File: config.mk
export PLATFORM = sky130hd
export DESIGN_NAME = eth_mii_rx_framer
export DESIGN_NICKNAME = d
export VERILOG_FILES = /design/src/rtl/eth_mii_rx_framer.sv
export SDC_FILE = /design/constraint.sdc
export NUM_CORES = 1
export LEC_CHECK = 0
export ABC_CLOCK_PERIOD_IN_PS = 5820
export CAP_MARGIN = 20
export CORE_ASPECT_RATIO = 0.75
export CORE_MARGIN = 2
export CORE_UTILIZATION = 45
export CTS_BUF_LIST = sky130_fd_sc_hd__clkbuf_16
export DETAILED_ROUTE_END_ITERATION = 10
export DONT_BUFFER_PORTS = 1
export GPL_ROUTABILITY_DRIVEN = 1
export HOLD_SLACK_MARGIN = 0.05
export PLACE_DENSITY = 0.7
export SYNTH_ARGS = -nofsm -noshare
export SYNTH_HDL_FRONTEND = slang
export SYNTH_SLANG_ARGS = --single-unit
File: constraint.sdc
create_clock -name eth_mac_clock -period 5.82 [get_ports eth_mac_clock]
set_clock_uncertainty 0.15 [all_clocks]
set_input_delay 0.873 -clock eth_mac_clock [delete_from_list [all_inputs] [get_ports eth_mac_clock]]
set_output_delay 0.873 -clock eth_mac_clock [all_outputs]
set_load 0.02 [all_outputs]
File: src/rtl/eth_mii_rx_framer.sv
// eth_mii_rx_framer: MII nibble-stream receive framer (preamble/SFD strip, byte assembly, length/FCS status).
// Optional CRC-32 check enabled with `define ETH_RX_FCS_CHECK_EN. Revision: 1.0
`default_nettype none

module eth_mii_rx_framer #(
    parameter int MIN_FRAME_BYTES = 64,
    parameter int MAX_FRAME_BYTES = 1518
) (
    input  logic        eth_mac_clock,
    input  logic        eth_mac_rst,
    input  logic        nib_valid,
    input  logic [3:0]  nib_data,
    output logic        byte_valid,
    output logic [7:0]  byte_data,
    output logic        byte_sof,
    output logic        byte_eof,
    output logic [10:0] frame_len,
    output logic        frame_err,
    output logic        fcs_err,
    output logic [15:0] good_frames,
    output logic [15:0] bad_frames
);

    typedef enum logic [1:0] {
        S_IDLE     = 2'd0,
        S_PREAMBLE = 2'd1,
        S_DATA     = 2'd2,
        S_DROP     = 2'd3
    } state_t;

    localparam logic [10:0] c_MIN_LEN = 11'(MIN_FRAME_BYTES);
    localparam logic [10:0] c_MAX_LEN = 11'(MAX_FRAME_BYTES);

    state_t      r_state;
    state_t      w_state_nxt;
    logic        w_sfd;
    logic        w_byte_done;
    logic        w_frame_end;

    logic        r_phase;
    logic [3:0]  r_low;
    logic [7:0]  r_hold;
    logic        r_hold_valid;
    logic        r_first;
    logic [10:0] r_count;

    logic [7:0]  w_new_byte;
    logic        w_keep;
    logic        w_err;
    logic [10:0] w_len;
    logic        w_fcs_bad;

    always_ff @(posedge eth_mac_clock) begin
        if (eth_mac_rst) r_state <= S_IDLE;
        else             r_state <= w_state_nxt;
    end

    always_comb begin
        w_state_nxt = r_state;
        w_sfd       = 1'b0;
        w_byte_done = 1'b0;
        w_frame_end = 1'b0;
        case (r_state)
            S_IDLE: begin
                if (nib_valid) begin
                    if (nib_data == 4'h5) w_state_nxt = S_PREAMBLE;
                    else                  w_state_nxt = S_DROP;
                end
            end
            S_PREAMBLE: begin
                if (!nib_valid) begin
                    w_state_nxt = S_IDLE;
                end else if (nib_data == 4'hD) begin
                    w_state_nxt = S_DATA;
                    w_sfd       = 1'b1;
                end else if (nib_data != 4'h5) begin
                    w_state_nxt = S_DROP;
                end
            end
            S_DATA: begin
                if (!nib_valid) begin
                    w_state_nxt = S_IDLE;
                    w_frame_end = 1'b1;
                end else if (r_phase) begin
                    w_byte_done = 1'b1;
                end
            end
            S_DROP: begin
                if (!nib_valid) w_state_nxt = S_IDLE;
            end
            default: w_state_nxt = S_IDLE;
        endcase
    end

    assign w_new_byte = {nib_data, r_low};
    assign w_keep     = (r_count < c_MAX_LEN);
    assign w_len      = (r_count > c_MAX_LEN) ? c_MAX_LEN : r_count;
    assign w_err      = r_phase | (r_count < c_MIN_LEN) | (r_count > c_MAX_LEN) | w_fcs_bad;

`ifdef ETH_RX_FCS_CHECK_EN
    logic [31:0] r_crc;

    function automatic logic [31:0] f_crc_byte(input logic [31:0] crc, input logic [7:0] d);
        logic [31:0] c;
        c = crc;
        for (int i = 0; i < 8; i++) begin
            if (c[0] ^ d[i]) c = (c >> 1) ^ 32'hEDB88320;
            else             c = (c >> 1);
        end
        return c;
    endfunction

    always_ff @(posedge eth_mac_clock) begin
        if (eth_mac_rst || w_sfd) r_crc <= 32'hFFFFFFFF;
        else if (w_byte_done)     r_crc <= f_crc_byte(r_crc, w_new_byte);
    end

    // Running CRC over data plus FCS leaves the fixed residue on a good frame.
    assign w_fcs_bad = (r_crc != 32'hDEBB20E3);
`else
    assign w_fcs_bad = 1'b0;
`endif

    always_ff @(posedge eth_mac_clock) begin
        if (eth_mac_rst) begin
            r_phase      <= 1'b0;
            r_low        <= 4'h0;
            r_hold       <= 8'h00;
            r_hold_valid <= 1'b0;
            r_first      <= 1'b0;
            r_count      <= 11'd0;
            byte_valid   <= 1'b0;
            byte_data    <= 8'h00;
            byte_sof     <= 1'b0;
            byte_eof     <= 1'b0;
            frame_len    <= 11'd0;
            frame_err    <= 1'b0;
            fcs_err      <= 1'b0;
            good_frames  <= 16'd0;
            bad_frames   <= 16'd0;
        end else begin
            byte_valid <= 1'b0;
            byte_sof   <= 1'b0;
            byte_eof   <= 1'b0;
            frame_len  <= 11'd0;
            frame_err  <= 1'b0;
            fcs_err    <= 1'b0;

            if (w_sfd) begin
                r_phase      <= 1'b0;
                r_count      <= 11'd0;
                r_hold_valid <= 1'b0;
                r_first      <= 1'b1;
            end

            if (r_state == S_DATA && nib_valid) begin
                r_phase <= ~r_phase;
                if (!r_phase) r_low <= nib_data;
            end

            // One-byte hold lets the final byte be tagged with eof when rx_dv drops.
            if (w_byte_done) begin
                if (r_count != 11'h7FF) r_count <= r_count + 11'd1;
                if (w_keep) begin
                    r_hold       <= w_new_byte;
                    r_hold_valid <= 1'b1;
                    if (r_hold_valid) begin
                        byte_valid <= 1'b1;
                        byte_data  <= r_hold;
                        byte_sof   <= r_first;
                        r_first    <= 1'b0;
                    end
                end
            end

            if (w_frame_end) begin
                r_hold_valid <= 1'b0;
                r_first      <= 1'b0;
                if (r_hold_valid) begin
                    byte_valid <= 1'b1;
                    byte_data  <= r_hold;
                    byte_sof   <= r_first;
                    byte_eof   <= 1'b1;
                    frame_len  <= w_len;
                    frame_err  <= w_err;
                    fcs_err    <= w_fcs_bad;
                    if (w_err) begin
                        if (bad_frames != 16'hFFFF) bad_frames <= bad_frames + 16'd1;
                    end else begin
                        if (good_frames != 16'hFFFF) good_frames <= good_frames + 16'd1;
                    end
                end else begin
                    if (bad_frames != 16'hFFFF) bad_frames <= bad_frames + 16'd1;
                end
            end
        end
    end

endmodule

`default_nettype wire

==> results of run 1 <==
state kept, by name (all words and copies together) (netlist names), 2 cells and up, named ones only:
name / flops
r_low: 4
frame_len: 11
good_frames: 16
r_state: 2
r_hold: 8
bad_frames: 16
r_count: 11
cell families (layout without fill, tap and decap cells):
group	after synthesis	in the layout	share of synthesized area (%)
simple gates	190	190	27.7
xor+xnor	8	8	1.86
mux	38	38	10.6
other cells	1	1	0.0997
fa+ha+maj	3	3	0.998
compound gates	55	55	10.6
buf+inv	31	24	3.89
flops	83	83	44.2
routing by layer:
layer	up-vias	wire length [µm]
met3	7	665
met1	1401	3640
met5	-	0
met2	93	3650
met4	0	67
li1	1464	-
Yosys cell counts, drive strengths merged, types with 2 or more instances:
| master | number | share of area (%) |
|---|---|---|
| nand4b | 2 | 0.47 |
| and3b | 2 | 0.47 |
| and3 | 4 | 0.67 |
| clkbuf | 14 | 1.4 |
| nor2b | 16 | 2.7 |
| nor4bb | 2 | 0.53 |
| ha | 3 | 1.0 |
| a21oi | 15 | 2.0 |
| nand3 | 15 | 2.0 |
| o21a | 8 | 1.6 |
| o31ai | 8 | 1.6 |
| or4 | 9 | 1.9 |
| and2 | 7 | 1.2 |
| or3 | 4 | 0.67 |
| mux2i | 22 | 5.9 |
| buf | 11 | 1.9 |
| or2 | 3 | 0.50 |
| a31o | 5 | 1.2 |
| xnor2 | 5 | 1.2 |
| nand4 | 20 | 3.3 |
| nor4b | 4 | 1.1 |
| inv | 6 | 0.60 |
| xor2 | 3 | 0.70 |
| nand2 | 16 | 1.6 |
| and4 | 3 | 0.70 |
| nor2 | 65 | 6.7 |
| mux2 | 16 | 4.8 |
| o211ai | 2 | 0.40 |
| nor3 | 6 | 0.93 |
| o2111ai | 2 | 0.47 |
| o21ai | 4 | 0.83 |
| dfxtp | 83 | 44 |
| nor4 | 8 | 1.3 |
| a311oi | 2 | 0.47 |
per-stage QoR:
stage / worst slack, ns / util, %
2_1_floorplan: 3.31 / -
4_1_cts: 3.14 / 51.3
5_1_grt: 2.93 / 51.4
3_5_place_dp: 2.80 / 47.3
6_report: 3.13 / 51.4
3_3_place_gp: 2.90 / 47.3
worst min-delay path: stages, from the launching register on:
cell,delay [ns]
dfxtp_1,0.32
mux2i_1,0.07
nor2_1,0.07
where the power goes:
part / total [W] / switching (W) / leakage [nW] / internal, W
Sequential: 0.000574 / 0.00000339 / 0.669 / 0.000571
Combinational: 0.0000164 / 0.00000970 / 0.656 / 0.00000667
Clock: 0.000599 / 0.000226 / 0.149 / 0.000374
Total: 0.00119 / 0.000239 / 1.47 / 0.000951
worst min-delay path by stage:
stage	to	slack [ns]
5_1_grt	r_hold[0]	0.38
3_5_place_dp	flop	0.33
3_3_place_gp	flop	0.32
4_1_cts	flop	0.35
6_report	r_hold[0]	0.34
2_1_floorplan	byte_sof	0.28
layout make-up:
class                   instances  area (µm²)  share of cell area [%]
clock inverters                 7        92.6                    2.26
multi-input cells             295        1950                    47.6
repair buffers                  2        15.0                   0.366
inverters                       6        22.5                   0.549
well taps                     105         131                    3.20
clock buffers                   9         225                    5.49
flip-flops and latches         83        1660                    40.5
==> results.json, run 1 <==
{
  "status": "finished clean",
  "synth-seq-area-share_pct": 44.2,
  "coreArea_um2": 7990,
  "hpwl_um": 5520,
  "grt_util_met2_pct": 26.9,
  "hold_buffers": 0,
  "clk_pin_slew_ns": 0.06,
  "cp-end-kind": "flop",
  "cts.sinks": 83,
  "ios": 63,
  "ys_warn_count": 0,
  "grt_pass1_wl_um": 13000,
  "synthesis.instances": 409,
  "syn2layout_area_growth_pct": 9.05,
  "crit_arrival_ns": 2.77,
  "cp.buffers_inverters": 0,
  "min_period_ns": 2.69,
  "syn-cell-area_um2": 3760,
  "grt_overflow": 0,
  "die_y_um": 83.2,
  "diodes": 0,
  "worstPathCellList": "nor4bb_1 -> o211ai_1 -> nor3_2 -> and2_1 -> mux2_2",
  "syn_avg_cell_area_um2": 9.20,
  "initial_core_util_pct": 47.1,
  "cp-start-kind": "input port",
  "post_drt_wl_per_cell_um": 15.8,
  "cts_resized": 0,
  "clock.fmax_mhz": 372,
  "worst_r2r_startpoint": "r_hold_valid",
  "use_met1_pct": 23.7,
  "fin_nets": 407,
  "ys.flop_type": "dfxtp_1",
  "die_x_um": 110,
  "drtAntennaViolNets": 0,
  "cp_data_required_time_ns": 5.90,
  "grt_pass1_vias": 2628,
  "crit_cells": 5,
  "grt_use_total_pct": 17.9,
  "io_buffer_count": 0,
  "die_area_um2": 9120,
  "total_power_w": 0.00119,
  "async_reset_ff_share_pct": 0,
  "fin_area_um2": 4100,
  "drtIter0Drc": 162,
  "r2r-end": "good_frames[7]",
  "core.rowCount": 28,
  "crit_fanout": 12,
  "whs_ns": 0.343,
  "slew_viol_final": 0,
  "setup_violations": 0,
  "critPathLaunch": "nib_valid",
  "reg2reg_depth": 5,
  "numCtsBuffers": 9,
  "p_per_area_nw_per_um2": 290,
  "grt_max_degree": 78,
  "clock_path_buffers": 2,
  "hold_violations": 0,
  "drt_pass1_iterations": 6,
  "dpl.cell_count": 490,
  "maxCapViolations": 0,
  "min-delay-start": "r_low[0]",
  "clk_root_buffer_cell": "clkbuf_16",
  "num_vias": 2965,
  "hold_path.class": "reg2reg",
  "post_cts_buffers": 0,
  "finalNonFillerCells": 507,
  "grt_util_met3_pct": 7.69,
  "place_area_um2": 3780,
  "timing.setup.tns_ns": 0,
  "post_drt_via_cell_ratio": 5.85,
  "critPathSlowestCell": "nor3_2",
  "fillers": 744,
  "critPathKind": "in2reg",
  "synth.distinct_cells": 57,
  "antenna_found_initial": 0,
  "slew_headroom_pct": 47.7,
  "r2r_slack_ns": 3.21,
  "cts_tree": "yes",
  "post-route-period-util_pct": 46.2,
  "p_leak_nw": 1.47,
  "layout_common_cells": "dfxtp_1 (83), nor2_1 (64), mux2i_1 (22)",
  "critPathMaxStageDelay_ns": 0.67,
  "post-route-drc-count": 0,
  "worstSkewPairLatency_ns": 0.34,
  "synth-edff-count": 0,
  "cts.htree.levels": 3,
  "synth_nets": 419,
  "tightest_slew_ns": 0.781,
  "final_common_cell": "dfxtp_1",
  "peakVddDrop_v": 0.000189,
  "rsz0062_at_grt": "no",
  "synth-seq-cells": 83,
  "hold_depth": 2,
  "gp_congestion": 0.816,
  "drive_gt1_share_pct": 11.4,
  "crit_family": "simple AND/OR/NAND/NOR gates",
  "busiest_layer": "met2",
  "endpoint": "good_frames[7]",
  "finalWirelength_um": 8020
}
No activity file was read; power rests on OpenSTA's default activity.
==> run 2: changes to the inputs <==
ABC_CLOCK_PERIOD_IN_PS = 2250   (was 5820)
PLACE_DENSITY = 0.72   (was 0.7)
clock period = 2.25 ns   (was 5.82 ns; I/O delays follow)
==> results.json, run 2 (synthesis gave the netlist of run 1 again) <==
{
  "clk_pin_slew_ns": 0.06,
  "final_common_cell": "dfxtp_1",
  "status": "finished clean",
  "p_sw_w": 0.000659,
  "post_drt_via_cell_ratio": 5.70,
  "p_seq_share_pct": 49.0,
  "drive_gt1_share_pct": 24.8,
  "grt_use_total_pct": 21.0,
  "place_ws_ns": 0.0157,
  "min_period_ns": 2.23,
  "die_x_um": 110,
  "cp-start-kind": "flop",
  "cp_data_required_time_ns": 2.30,
  "gp_congestion": 0.836,
  "initial_core_util_pct": 47.1,
  "layout_common_cells": "dfxtp_1 (81), nor2_1 (64), buf_4 (55)",
  "drt_pass1_iterations": 4,
  "clkPwrFrac_pct": 48.3,
  "dr_wl_met3_um": 724,
  "routed-wl-met2_um": 4280,
  "p_leak_nw": 1.80,
  "grt_overflow": 0,
  "numCtsBuffers": 9,
  "fillers": 696,
  "hold_depth": 2,
  "core.rowCount": 28,
  "p_per_area_nw_per_um2": 649,
  "hold_path.class": "in2reg",
  "cts.htree.levels": 3,
  "io_buffer_count": 0,
  "cts.sinks": 83,
  "maxCapViolations": 0,
  "setup_ws_ns": 0.0220,
  "num_vias": 3236,
  "cts_tree": "yes",
  "rsz0062_at_grt": "yes",
  "syn2layout_area_growth_pct": 23.9,
  "reg2reg_depth": 7,
  "grt_pass1_wl_um": 15200,
  "clock_path_buffers": 2,
  "setup_violations": 0,
  "dpl.cell_count": 544,
  "ios": 63,
  "grt_max_degree": 45,
  "post-route-drc-count": 0,
  "finalWirelength_um": 9410,
  "diodes": 0,
  "drtIter0Drc": 263,
  "m1WireLength_um": 4290,
  "critPathKind": "reg2reg",
  "clock.fmax_mhz": 449,
  "die_area_um2": 9120,
  "coreArea_um2": 7990,
  "hpwl_um": 6220,
  "fin_area_um2": 4660,
  "switching_share_pct": 21.8,
  "die_y_um": 83.2,
  "clk_root_buffer_cell": "clkbuf_16",
  "slew_viol_final": 0,
  "post_drt_wl_per_cell_um": 16.6,
  "place_area_um2": 4200,
  "fin_nets": 468,
  "final_core_utilization_pct": 58.3,
  "top_layer": "met4",
  "crit_fanout": 5,
  "top_regs": "bad_frames: 16 flops, good_frames: 16 flops",
  "crit_arrival_ns": 2.28,
  "grt_pass1_vias": 3146,
  "antenna_found_initial": 0,
  "cp-end-kind": "flop",
  "peakVddDrop_v": 0.000499,
  "p_int_w": 0.00236,
  "comb_power_share_pct": 2.7,
  "drtAntennaViolNets": 0,
  "post-route-period-util_pct": 99.0,
  "finalNonFillerCells": 568,
  "hold_violations": 0,
  "worstSkewPairLatency_ns": 0.34
}
==> run 2: cell types whose count changed in the layout (fill, tap and decap cells not counted), moves of 2 or more <==
cell	before	now
dlygate4sd3_1	0	5
dfxtp_2	0	2
buf_4	2	55
buf_12	0	3
nor4_1	8	2
dfxtp_1	83	81
nor4_2	0	5
clkinv_2	1	3
==> run 2: path summary, 6_finish.rpt <==
path	slack (ns)	startpoint	to
worst max register to register	0.02	r_count[7]	r_count[8]
worst min register to register	0.34	r_hold[7]	r_hold[7]
worst min-delay path	0.07	nib_data[1]	r_state[1]
worst max-delay path	0.02	r_count[7]	r_count[8]
==> run 2: power by group through the flow <==
stage,clock network [W],registers (W),logic (W)
2_1_floorplan,0,0.00152,0.0000558
3_3_place_gp,0,0.00151,0.0000532
6_report,0.00146,0.00148,0.0000818
3_5_place_dp,0,0.00151,0.0000546
4_1_cts,0.00149,0.00148,0.0000798
5_1_grt,0.00156,0.00148,0.0000911
==> run 2: routing by layer <==
layer	vias to the layer above	track usage, %
li1	1589	-
met1	1541	27.6
met2	95	31.4
met3	11	7.61
met4	0	7.48
met5	-	0
==> run 2: critical path, cell delays in order, from the launching register on <==
cell and delay, ns:
dfxtp_1 0.31, buf_4 0.15, and4_1 0.19, buf_4 0.15, a311oi_1 0.46, nand3_1 0.25
o2111ai_1 0.30, o41ai_1 0.14
==> run 2: stage by stage <==
step	TNS, ns	hold WS, ns	power, W
floorplan	0	0.280	0.00157
CTS	0	0.0681	0.00305
detailed placement	0	0.263	0.00157
global placement	0	0.258	0.00157
global route	-0.0311	0.0687	0.00313
finish	0	0.0689	0.00302
==> run 2: what timing repair did <==
item	4_1_cts	5_1_grt
hold endpoints to repair	45	0
endpoints found under the setup margin	0	12
hold buffers	6	0
buffers inserted	0	2
gates resized for setup	0	12
==> run 2: cell type report <==
cell class | count | area (µm²) | area share [%]
flip-flops and latches | 83 | 1660 | 35.7
well taps | 105 | 131 | 2.82
inverters | 6 | 22.5 | 0.483
clock buffers | 9 | 225 | 4.83
multi-input cells | 295 | 2030 | 43.5
clock inverters | 7 | 68.8 | 1.48
repair buffers | 63 | 523 | 11.2
==> run 3: changes to the inputs <==
CELL_PAD_IN_SITES_DETAIL_PLACEMENT = 0   (was unset)
CELL_PAD_IN_SITES_GLOBAL_PLACEMENT = 2   (was unset)
CORE_UTILIZATION = 35   (was 45)
PLACE_DENSITY = 0.85   (was 0.72)
==> results.json, run 3 (synthesis gave the netlist of run 1 again) <==
{
  "reg2reg_depth": 6,
  "grt_pass1_vias": 3106,
  "drtIter0Drc": 147,
  "cts_tree": "yes",
  "core.rowCount": 32,
  "r2r-end": "bad_frames[14]",
  "fillers": 1028,
  "r2r_slack_ns": 0.05,
  "worst_r2r_startpoint": "r_count[9]",
  "die_x_um": 124,
  "slew_viol_final": 0,
  "top_regs": "bad_frames: 16 flops, good_frames: 16 flops",
  "antenna_found_initial": 0,
  "total_power_w": 0.00300,
  "drive_gt1_share_pct": 24.9,
  "initial_core_util_pct": 36.3,
  "cts.sinks": 83,
  "fin_nets": 471,
  "hpwl_um": 6580,
  "post_cts_buffers": 0,
  "setup_ws_ns": 0.0548,
  "critPathKind": "reg2reg",
  "finalWirelength_um": 9540,
  "maxCapViolations": 0,
  "cts.htree.levels": 3,
  "hold_path.class": "in2reg",
  "crit_fanout": 25,
  "worstSkewPairLatency_ns": 0.33,
  "status": "finished clean",
  "post_drt_wl_per_cell_um": 15.9,
  "drtAntennaViolNets": 0,
  "crit_family": "simple AND/OR/NAND/NOR gates",
  "grt_use_total_pct": 17.3,
  "cp_data_required_time_ns": 2.36,
  "setup_violations": 0,
  "p_per_area_nw_per_um2": 637,
  "clkPwrFrac_pct": 47.9,
  "finalNonFillerCells": 602,
  "p_leak_nw": 1.82,
  "io_buffer_count": 0,
  "clock.fmax_mhz": 456,
  "final_common_cell": "dfxtp_1",
  "grt_overflow": 0,
  "hold_violations": 0,
  "worstPathCellList": "or4_4 -> o21ai_4 -> nor3b_2 -> buf_12 -> or4_1 -> a21oi_2",
  "place_ws_ns": 0.0347,
  "die_area_um2": 11600,
  "post-route-drc-count": 0,
  "clk_pin_slew_ns": 0.06,
  "hold_depth": 3,
  "switching_share_pct": 21.2,
  "cp.buffers_inverters": 1,
  "clock_path_buffers": 2,
  "multi_input_area_um2": 2010,
  "whs_ns": 0.0635,
  "rsz0062_at_grt": "yes",
  "die_y_um": 93.8,
  "tightest_slew_ns": 0.529,
  "area.sequential_um2": 1660,
  "grt_util_met3_pct": 5.83,
  "min_to": "r_phase",
  "clk_root_buffer_cell": "clkbuf_16",
  "min-delay-start": "nib_valid",
  "crit_arrival_ns": 2.31,
  "busiest_layer": "met2",
  "p_sw_w": 0.000637,
  "place_area_um2": 4290,
  "ios": 63,
  "comb_power_share_pct": 2.8,
  "p_int_w": 0.00236,
  "use_met1_pct": 23.6,
  "critPathSlowestCell": "or4_4",
  "dpl.cell_count": 580,
  "syn2layout_area_growth_pct": 25.1,
  "post-route-period-util_pct": 97.6,
  "grt_max_degree": 46,
  "p_seq_share_pct": 49.3,
  "gp_congestion": 0.794,
  "cp-start-kind": "flop",
  "critPathMaxStageDelay_ns": 0.57,
  "num_vias": 3236,
  "grt_util_met2_pct": 25.9,
  "min_period_ns": 2.20,
  "cp-end-kind": "flop",
  "numCtsBuffers": 9,
  "post_drt_via_cell_ratio": 5.38,
  "grt_pass1_wl_um": 15600,
  "layout_common_cells": "dfxtp_1 (81), nor2_1 (64), buf_4 (58)",
  "coreArea_um2": 10400,
  "drt_pass1_iterations": 4,
  "slew_headroom_pct": 64.3,
  "diodes": 0,
  "peakVddDrop_v": 0.000427,
  "fin_area_um2": 4710
}
## run 3: worst min-delay path: cells and delay by family
family             cells  cell delay [ns]
and+or+nand+nor        2             0.12
AOI/OAI and AO/OA      1             0.04
## run 3: metal layers
metal / vias up / part of all wire [%]
li1: 1601 / -
met1: 1560 / 50
met2: 71 / 43
met3: 4 / 6.1
met4: 0 / 0.50
met5: - / 0
## run 3: through the flow
step                TNS (ns)  util, %
CTS                        0     44.8
detailed placement         0     41.3
global route         -0.0349     45.4
floorplan                  0        -
finish                     0     45.4
global placement           0     41.3
## run 3: how the worst max path moves through the flow
stage | from | to | slack (ns) | depth (start not counted)
floorplan | bad_frames[6] | bad_frames[5] | 0.05 | 6
global placement | r_count[9] | bad_frames[8] | 0.1 | 6
detailed placement | r_count[9] | bad_frames[7] | 0.03 | 6
CTS | r_count[9] | bad_frames[7] | 0.01 | 6
global route | r_count[9] | bad_frames[10] | -0.02 | 6
finish | r_count[9] | bad_frames[14] | 0.05 | 6
## run 3: final cells by class
type,count,share of cell area [%]
Inverter,6,0.478
Clock inverter,7,1.46
Tap cell,136,3.61
Multi-Input combinational cell,295,42.7
Timing Repair Buffer,66,11.6
Sequential cell,83,35.3
Clock buffer,9,4.78
## run 3: what timing repair did
action	CTS	global route
hold endpoints to repair	46	0
resized for setup	0	10
hold buffers	6	0
setup endpoints to repair	0	9
## run 3: power groups by stage
stage	combinational, W	clock [W]	sequential [W]
final	0.0000828	0.00144	0.00148
after global routing	0.0000912	0.00155	0.00148
after CTS	0.0000813	0.00149	0.00148
after detailed placement	0.0000546	0	0.00151
after global placement	0.0000537	0	0.00151
after floorplan	0.0000558	0	0.00152
